**config.mk**
```make
export PLATFORM = sky130hd
export DESIGN_NAME = tone_sweep_gen
export DESIGN_NICKNAME = d
export VERILOG_FILES = /design/src/rtl/tone_sweep_gen.sv
export SDC_FILE = /design/constraint.sdc
export NUM_CORES = 1
export LEC_CHECK = 0
export CAP_MARGIN = 25
export CORE_ASPECT_RATIO = 0.9
export CORE_MARGIN = 3
export CORE_UTILIZATION = 43
export CTS_CLUSTER_SIZE = 40
export DETAILED_ROUTE_END_ITERATION = 6
export PLACE_DENSITY_LB_ADDON = 0.08
export SLEW_MARGIN = 20
export SYNTH_ARGS = -nofsm -noshare
export SYNTH_HDL_FRONTEND = slang
export SYNTH_SLANG_ARGS = --single-unit
```
**constraint.sdc**
```tcl
create_clock -name clk -period 3.6 [get_ports clk]
set_clock_uncertainty 0.05 [all_clocks]
set_input_delay 0.36 -clock clk [delete_from_list [all_inputs] [get_ports clk]]
set_output_delay 0.36 -clock clk [all_outputs]
set_load 0.1 [all_outputs]
```
**src/rtl/tone_sweep_gen.sv**
```systemverilog
// tone_sweep_gen
//    Square-wave tone generator with a swept half-period divider. A free
//    running sweep counter supplies a ramp. The ramp is shaped by mode, then
//    shifted and added to base_div to give the reload value of a half-period
//    down-counter. The divider is sampled only when the counter reloads.
//
// Ports
//    clk          single clock for all state
//    rst_n        asynchronous active-low reset
//    enable       1 = run, 0 = mute (speaker/period_tick forced low, sweep held)
//    mode[1:0]    00 fixed, 01 sawtooth, 10 triangle, 11 two-tone
//    base_div     base half-period minus one
//    speaker      square-wave output
//    period_tick  one-cycle pulse on each 0->1 edge of speaker
//
// Configuration
//    TONE_SWEEP_GATE_EN  when defined, speaker and period_tick are gated off
//                        while sweep[SWEEP_W-4] is 1 (beep-beep cadence).
//                        The internal counter and toggle state keep running.

module tone_sweep_gen #(
   parameter int DIV_W      = 15,
   parameter int SWEEP_W    = 24,
   parameter int RAMP_W     = 7,
   parameter int RAMP_SHIFT = 6
) (
   input  logic             clk,
   input  logic             rst_n,
   input  logic             enable,
   input  logic [1:0]       mode,
   input  logic [DIV_W-1:0] base_div,
   output logic             speaker,
   output logic             period_tick
);

   // Wide enough for the unsaturated sum of both operands.
   localparam int SUM_W = DIV_W + RAMP_W + RAMP_SHIFT + 1;

   logic [SWEEP_W-1:0] sweep_q, sweep_d;
   logic [DIV_W-1:0]   cnt_q, cnt_d;
   logic               spk_q, spk_d;
   logic               tick_q, tick_d;

   logic [RAMP_W-1:0]  ramp_raw;
   logic               ramp_msb;
   logic [RAMP_W-1:0]  ramp;
   logic [SUM_W-1:0]   div_sum;
   logic [DIV_W-1:0]   divider;

   assign ramp_raw = sweep_q[SWEEP_W-2 -: RAMP_W];
   assign ramp_msb = sweep_q[SWEEP_W-1];

   always_comb begin
      ramp = '0;
      case (mode)
         2'b00:   ramp = '0;
         2'b01:   ramp = ramp_raw;
         2'b10:   ramp = ramp_msb ? ramp_raw : ~ramp_raw;
         default: ramp = ramp_msb ? '1 : '0;
      endcase
   end

   always_comb begin
      div_sum = SUM_W'(base_div) + (SUM_W'(ramp) << RAMP_SHIFT);
      if (div_sum > SUM_W'({DIV_W{1'b1}})) begin
         divider = '1;
      end else begin
         divider = div_sum[DIV_W-1:0];
      end
   end

   // While muted the counter parks at 0, so the first enabled edge always
   // reloads and raises speaker, starting a fresh period.
   always_comb begin
      sweep_d = sweep_q;
      cnt_d   = cnt_q;
      spk_d   = spk_q;
      tick_d  = 1'b0;
      if (!enable) begin
         cnt_d = '0;
         spk_d = 1'b0;
      end else begin
         sweep_d = sweep_q + SWEEP_W'(1);
         if (cnt_q == '0) begin
            cnt_d  = divider;
            spk_d  = ~spk_q;
            tick_d = ~spk_q;
         end else begin
            cnt_d = cnt_q - DIV_W'(1);
         end
      end
   end

   always_ff @(posedge clk or negedge rst_n) begin
      if (!rst_n) begin
         sweep_q <= '0;
         cnt_q   <= '0;
         spk_q   <= 1'b0;
         tick_q  <= 1'b0;
      end else begin
         sweep_q <= sweep_d;
         cnt_q   <= cnt_d;
         spk_q   <= spk_d;
         tick_q  <= tick_d;
      end
   end

`ifdef TONE_SWEEP_GATE_EN
   assign speaker     = spk_q  & ~sweep_q[SWEEP_W-4];
   assign period_tick = tick_q & ~sweep_q[SWEEP_W-4];
`else
   assign speaker     = spk_q;
   assign period_tick = tick_q;
`endif

endmodule
```
==> flow_metrics.tcl, run 1 <==
set metrics [dict create \
    drc 0 \
    avgSynthCellArea_sq_um 10.02 \
    cp-start-kind "primary input" \
    cts_max_level 2 \
    grt-ovfl-total 0 \
    synth_flop_cell "dfrtp_1" \
    crit_required_ns 3.70 \
    yosysTopAreaCell "dfrtp_1" \
    synth_edf_count 0 \
    use_met3_pct 4.883 \
    synth_cell_type_count 41 \
    wl_per_cell_microns 14.39 \
    dieWidth_microns 85.50 \
    crit_path_top_delay_cell "clkdlybuf4s50_1" \
    die_h_microns 77.55 \
    core_area_sq_um 5380 \
    status "complete, no violations" \
    synth_top_area_share_pct 41.94 \
    slew_viol_final 0 \
    via_count 1767 \
    n_antenna_cell 0 \
    root_buffer "clkbuf_8" \
    p_per_area_nw_per_um2 579.8 \
    grt_pass1_wl_microns 8273 \
    rows 25 \
    relSlewSlack_pct 35.58 \
    drtIter0Drc 48 \
    grt_max_degree 42 \
    max_cap_violations 0 \
    path_clk_slew_ns 0.08 \
    cts_buffers 5 \
    tightestPinTransition_ns 0.9633 \
    synth-seq-cells 41 \
    ctsHoldBuffers 0 \
    end_kind "flip-flop" \
    synth_nets 275 \
    cts.sinks 41 \
    yosys_warnings 0 \
    grt_usage_pct 15.76 \
    hold_violations 0 \
    clock_latency_ns 0.29 \
    drive_above_1_share_pct 5.364 \
    fp.dieArea_sq_um 6631 \
    leakage_nw 1.210 \
    fin_area_sq_um 2753 \
    grt_pass1_vias 1707 \
    met2_usage_pct 23.29 \
    arrival_ns 3.11 \
    crit_path_frequent_cell "a21o_1" \
    met1_usage_pct 22.44 \
    fill_cells 516 \
    ys_seq_area_share_pct 41.94 \
    cp_cell_sequence "clkdlybuf4s50_1 -> nor2b_1 -> a22o_1 -> ha_1 -> a21o_1 -> a21o_1 -> o31a_1 -> nor2_1 -> a211oi_1" \
    areaGrowthSynthToFinish_pct 12.53 \
    crit_fanout 10 \
    fin_crit_sh_pct 83.70 \
    slowest_delay_ns 0.59 \
    antenna_found_initial 0 \
    synthArstFlopShare_pct 100.0 \
    synth_most_common_cell "dfrtp_1" \
    r2r_start "cnt_q[3]" \
    post-cts-setup-buffers 0 \
    post_cts_resized 0 \
    cts_tree "done" \
    drtAntennaViolNets 0 \
    io_pins 22 \
    gp_congestion 0.8468 \
    initial_utilization_pct 45.47 \
    hold_path.class "in -> async" \
    rsz0062_at_grt "no" \
    dp_hpwl_microns 3481 \
    setup_tns_ns 0 \
    viasPerCell 5.387 \
    peakVddDrop_mv 0.2756 \
    setup_viol 0 \
    clock_path_buffers 2 \
    wl_microns 4721 \
    yosys-top-cells-count "41 x dfrtp_1, 29 x xnor2_1, 19 x nor2_1, 19 x xor2_1, 16 x nor3_1" \
    synth.top_cells.by_area "dfrtp_1 42%, xnor2_1 10%, xor2_1 6.8%, ha_1 5.1%, nor3_1 3.3%" \
    fmax_ghz 0.3319 \
    synth_area_sq_um 2446 \
    worstSetupStartpoint "mode[0]" \
    layout.nets 292 \
    min_period_ns 3.013 \
    placed_area_sq_um 2666 \
    grt_busiest_layer "met2" \
    first_pass_iters 4 \
    syn-instance-count 244 \
    portBuffers 21 \
    crit_type "in -> reg" \
]
[worst paths after layout]
path,end,depth (start not counted),slack [ns]
min,cnt_q[0],1,0.13
min reg2reg,sweep_q[14],1,0.42
max reg2reg,cnt_q[12],5,0.86
max,cnt_q[12],9,0.59
min in group clk,sweep_q[14],1,0.42
max in group asynchronous,sweep_q[19],1,2.81
[power breakdown]
group	internal [mW]	switching (mW)
Combinational	0.286	0.333
Sequential	0.566	0.106
Clock	0.152	0.153
Total	1.00	0.591
[worst max-delay path: cells and delay by family]
family | cells | cell delay (ns)
compound gates | 5 | 1.15
simple gates | 2 | 0.71
fa+ha+maj | 1 | 0.28
buf+inv | 1 | 0.59
[per-layer routing]
metal / wire, microns / vias to the layer above / part of all wire [%]
li1: - / 905 / -
met1: 2349 / 843 / 50
met2: 2191 / 14 / 46
met3: 128 / 5 / 2.7
met4: 52 / 0 / 1.1
met5: 0 / - / 0
[stage by stage]
stage | hold slack [ns] | total power, mW | cells | util [%] | worst slack [ns]
after global routing | 0.1848 | 1.720 | 328 | 51.16 | 0.3260
after detailed placement | 0.4082 | 1.301 | 321 | 49.56 | 0.2704
after CTS | 0.1733 | 1.615 | 328 | 51.16 | 0.5792
final | 0.1331 | 1.596 | 328 | 51.16 | 0.5869
after floorplan | 0.01441 | 1.198 | 244 | - | 0.9257
after global placement | 0.4020 | 1.298 | 321 | 49.56 | 0.3208
[registers in the layout, indices dropped and copies added (netlist names)]
signal	count
period_tick	1
speaker	1
cnt_q	15
sweep_q	24
[cells by family (layout without fill, tap and decap cells)]
| family | after synthesis | count (layout) | synth area share [%] |
|---|---|---|---|
| and+or+nand+nor | 89 | 89 | 19.03 |
| xor gates and xnor gates | 48 | 48 | 17.19 |
| DFF | 41 | 41 | 41.94 |
| AOI/OAI and AO/OA | 36 | 36 | 11.56 |
| buffers and inverters | 18 | 35 | 3.887 |
| adders and majority gates | 11 | 11 | 5.934 |
| muxes | 1 | 1 | 0.4603 |
[cell type report]
class | instances | area (sq um) | share of cell area (%)
Multi-Input combinational cell | 185 | 1325 | 48.14
Inverter | 7 | 26.28 | 0.9545
Clock buffer | 7 | 86.33 | 3.136
Timing Repair Buffer | 21 | 205.2 | 7.455
Tap cell | 67 | 83.83 | 3.045
Sequential cell | 41 | 1026 | 37.27
[layout by cell type, fill, tap and decap left out, types with 4 or more instances in the layout]
cell type / n
a211oi_1: 9
a21oi_1: 4
a22o_1: 7
clkbuf_8: 6
clkdlybuf4s50_1: 20
dfrtp_1: 41
ha_1: 10
inv_1: 7
nand2_1: 13
nand3_1: 11
nand4_1: 5
nor2_1: 19
nor3_1: 16
nor4_1: 4
or4_1: 4
xnor2_1: 29
xor2_1: 19
Note: power is estimated with default switching activity, not from simulation.
==> inputs of run 2 (changes only) <==
==> constraint.sdc (replaced) <==
create_clock -name clk -period 2.5 [get_ports clk]
set_clock_uncertainty 0.05 [all_clocks]
set_input_delay 0.25 -clock clk [delete_from_list [all_inputs] [get_ports clk]]
set_output_delay 0.25 -clock clk [all_outputs]
set_load 0.1 [all_outputs]
==> flow_metrics.tcl, run 2 (synthesis results as in run 1) <==
set metrics [dict create \
    ctsHoldBuffers 0 \
    largest_reg_flops 24 \
    grt_pass1_vias 2057 \
    cts_tree "done" \
    crit_fanout 6 \
    arrival_ns 2.61 \
    grt_max_degree 42 \
    core_area_sq_um 5380 \
    min_period_ns 2.472 \
    max_cap_violations 0 \
    grt_pass1_wl_microns 9501 \
    p_per_area_nw_per_um2 836.9 \
    slew_viol_final 0 \
    cts_buffers 5 \
    wl_per_cell_microns 15.18 \
    r2r_start "cnt_q[5]" \
    grt_usage_pct 17.91 \
    drtIter0Drc 61 \
    status "complete, no violations" \
    setup_viol 0 \
    largest-register "sweep_q" \
    drc 0 \
    drive_above_1_share_pct 28.90 \
    die_h_microns 77.55 \
    peakVddDrop_mv 0.4691 \
    fin_crit_sh_pct 98.86 \
    clock_latency_ns 0.30 \
    rows 25 \
    first_pass_iters 4 \
    setup_slack_ns 0.02845 \
    relSlewSlack_pct 37.89 \
    fp.dieArea_sq_um 6631 \
    grt-ovfl-total 0 \
    mostFrequentLayoutCell "buf_4" \
    path_clk_slew_ns 0.09 \
    hold_path.class "in -> async" \
    dieWidth_microns 85.50 \
    via_count 2017 \
    rsz0062_at_grt "yes" \
    worstSetupStartpoint "cnt_q[5]" \
    tightestPinTransition_ns 0.9316 \
    cts.sinks 41 \
    hold_violations 0 \
    layout.nets 338 \
    crit_required_ns 2.64 \
    portBuffers 21 \
    leakage_nw 1.469 \
    io_pins 22 \
    layout_common_cells "45 x buf_4, 40 x dfrtp_1, 29 x xnor2_1" \
    gp_congestion 0.7820 \
    fmax_ghz 0.4046 \
    root_buffer "clkbuf_8" \
    antenna_found_initial 0 \
    viasPerCell 5.379 \
    final_util_pct 60.91 \
    cts_max_level 2 \
    end_kind "flip-flop" \
    dp_slack_ns -0.5436 \
    drtAntennaViolNets 0 \
    crit_type "reg -> reg" \
    initial_utilization_pct 45.47 \
    wl_microns 5691 \
    fill_cells 446 \
    clock_path_buffers 2 \
    n_antenna_cell 0 \
    cp-start-kind "flip-flop" \
    reg.largest.list "sweep_q: 24 flops, cnt_q: 15 flops" \
    reg2reg_depth 4 \
    areaGrowthSynthToFinish_pct 33.96 \
    dp_hpwl_microns 3898 \
]
-- run 2: repair_timing --
action                                  4_1_cts  5_1_grt
buffers inserted                              3        2
gates resized for setup                      10       19
endpoints found under the hold margin         0        0
endpoints found under the setup margin       16       16
cloned                                        2        0
pin swaps                                     2        8
-- run 2: layer usage --
layer | track usage, % | vias up | wire length [microns]
li1 | - | 1009 | -
met3 | 3.185 | 9 | 202
met1 | 23.53 | 965 | 2677
met5 | 0 | - | 0
met4 | 5.222 | 0 | 108
met2 | 30.05 | 34 | 2704
-- run 2: through the flow --
stage          total power, mW  setup TNS (ns)  hold WS (ns)  cells  cell area [sq um]
6_report                 2.743               0       0.02647    375               3277
4_1_cts                  2.692        -0.07123       0.05500    373               3149
3_5_place_dp             2.064          -6.893        0.3881    360               2974
3_3_place_gp             2.057          -6.664        0.3849    360               2974
5_1_grt                  2.928        -0.04743       0.09143    375               3277
2_1_floorplan            1.767         -0.8938      -0.09559    244               2475
-- run 2: worst paths after layout --
check | slack, ns | to
worst max-delay path | 0.03 | cnt_q[4]
worst min-delay path | 0.03 | cnt_q[3]
worst max register to register | 0.03 | cnt_q[4]
worst min register to register | 0.41 | sweep_q[3]
max in group asynchronous | 1.73 | sweep_q[23]
min in group clk | 0.41 | sweep_q[3]
-- run 2: cell type report --
class	count	area (sq um)	area share, %
Sequential cell	41	1027	31.35
Tap cell	67	83.83	2.558
Clock inverter	2	38.79	1.184
Multi-Input combinational cell	187	1495	45.63
Timing Repair Buffer	65	533.0	16.27
Clock buffer	6	72.57	2.215
Inverter	7	26.28	0.8018
-- run 2: critical path, stage by stage (launching register included) --
cell and delay [ns]:
dfrtp_1 0.40, or4_4 0.55, or4_4 0.47, or4_4 0.50, o311a_2 0.39
-- run 2: report_power, final --
group          total, mW  leakage (nW)  switching [mW]  internal, mW
combinational       1.24         0.864           0.617         0.625
clock              0.544        0.0554           0.244         0.300
sequential         0.957         0.549           0.142         0.814
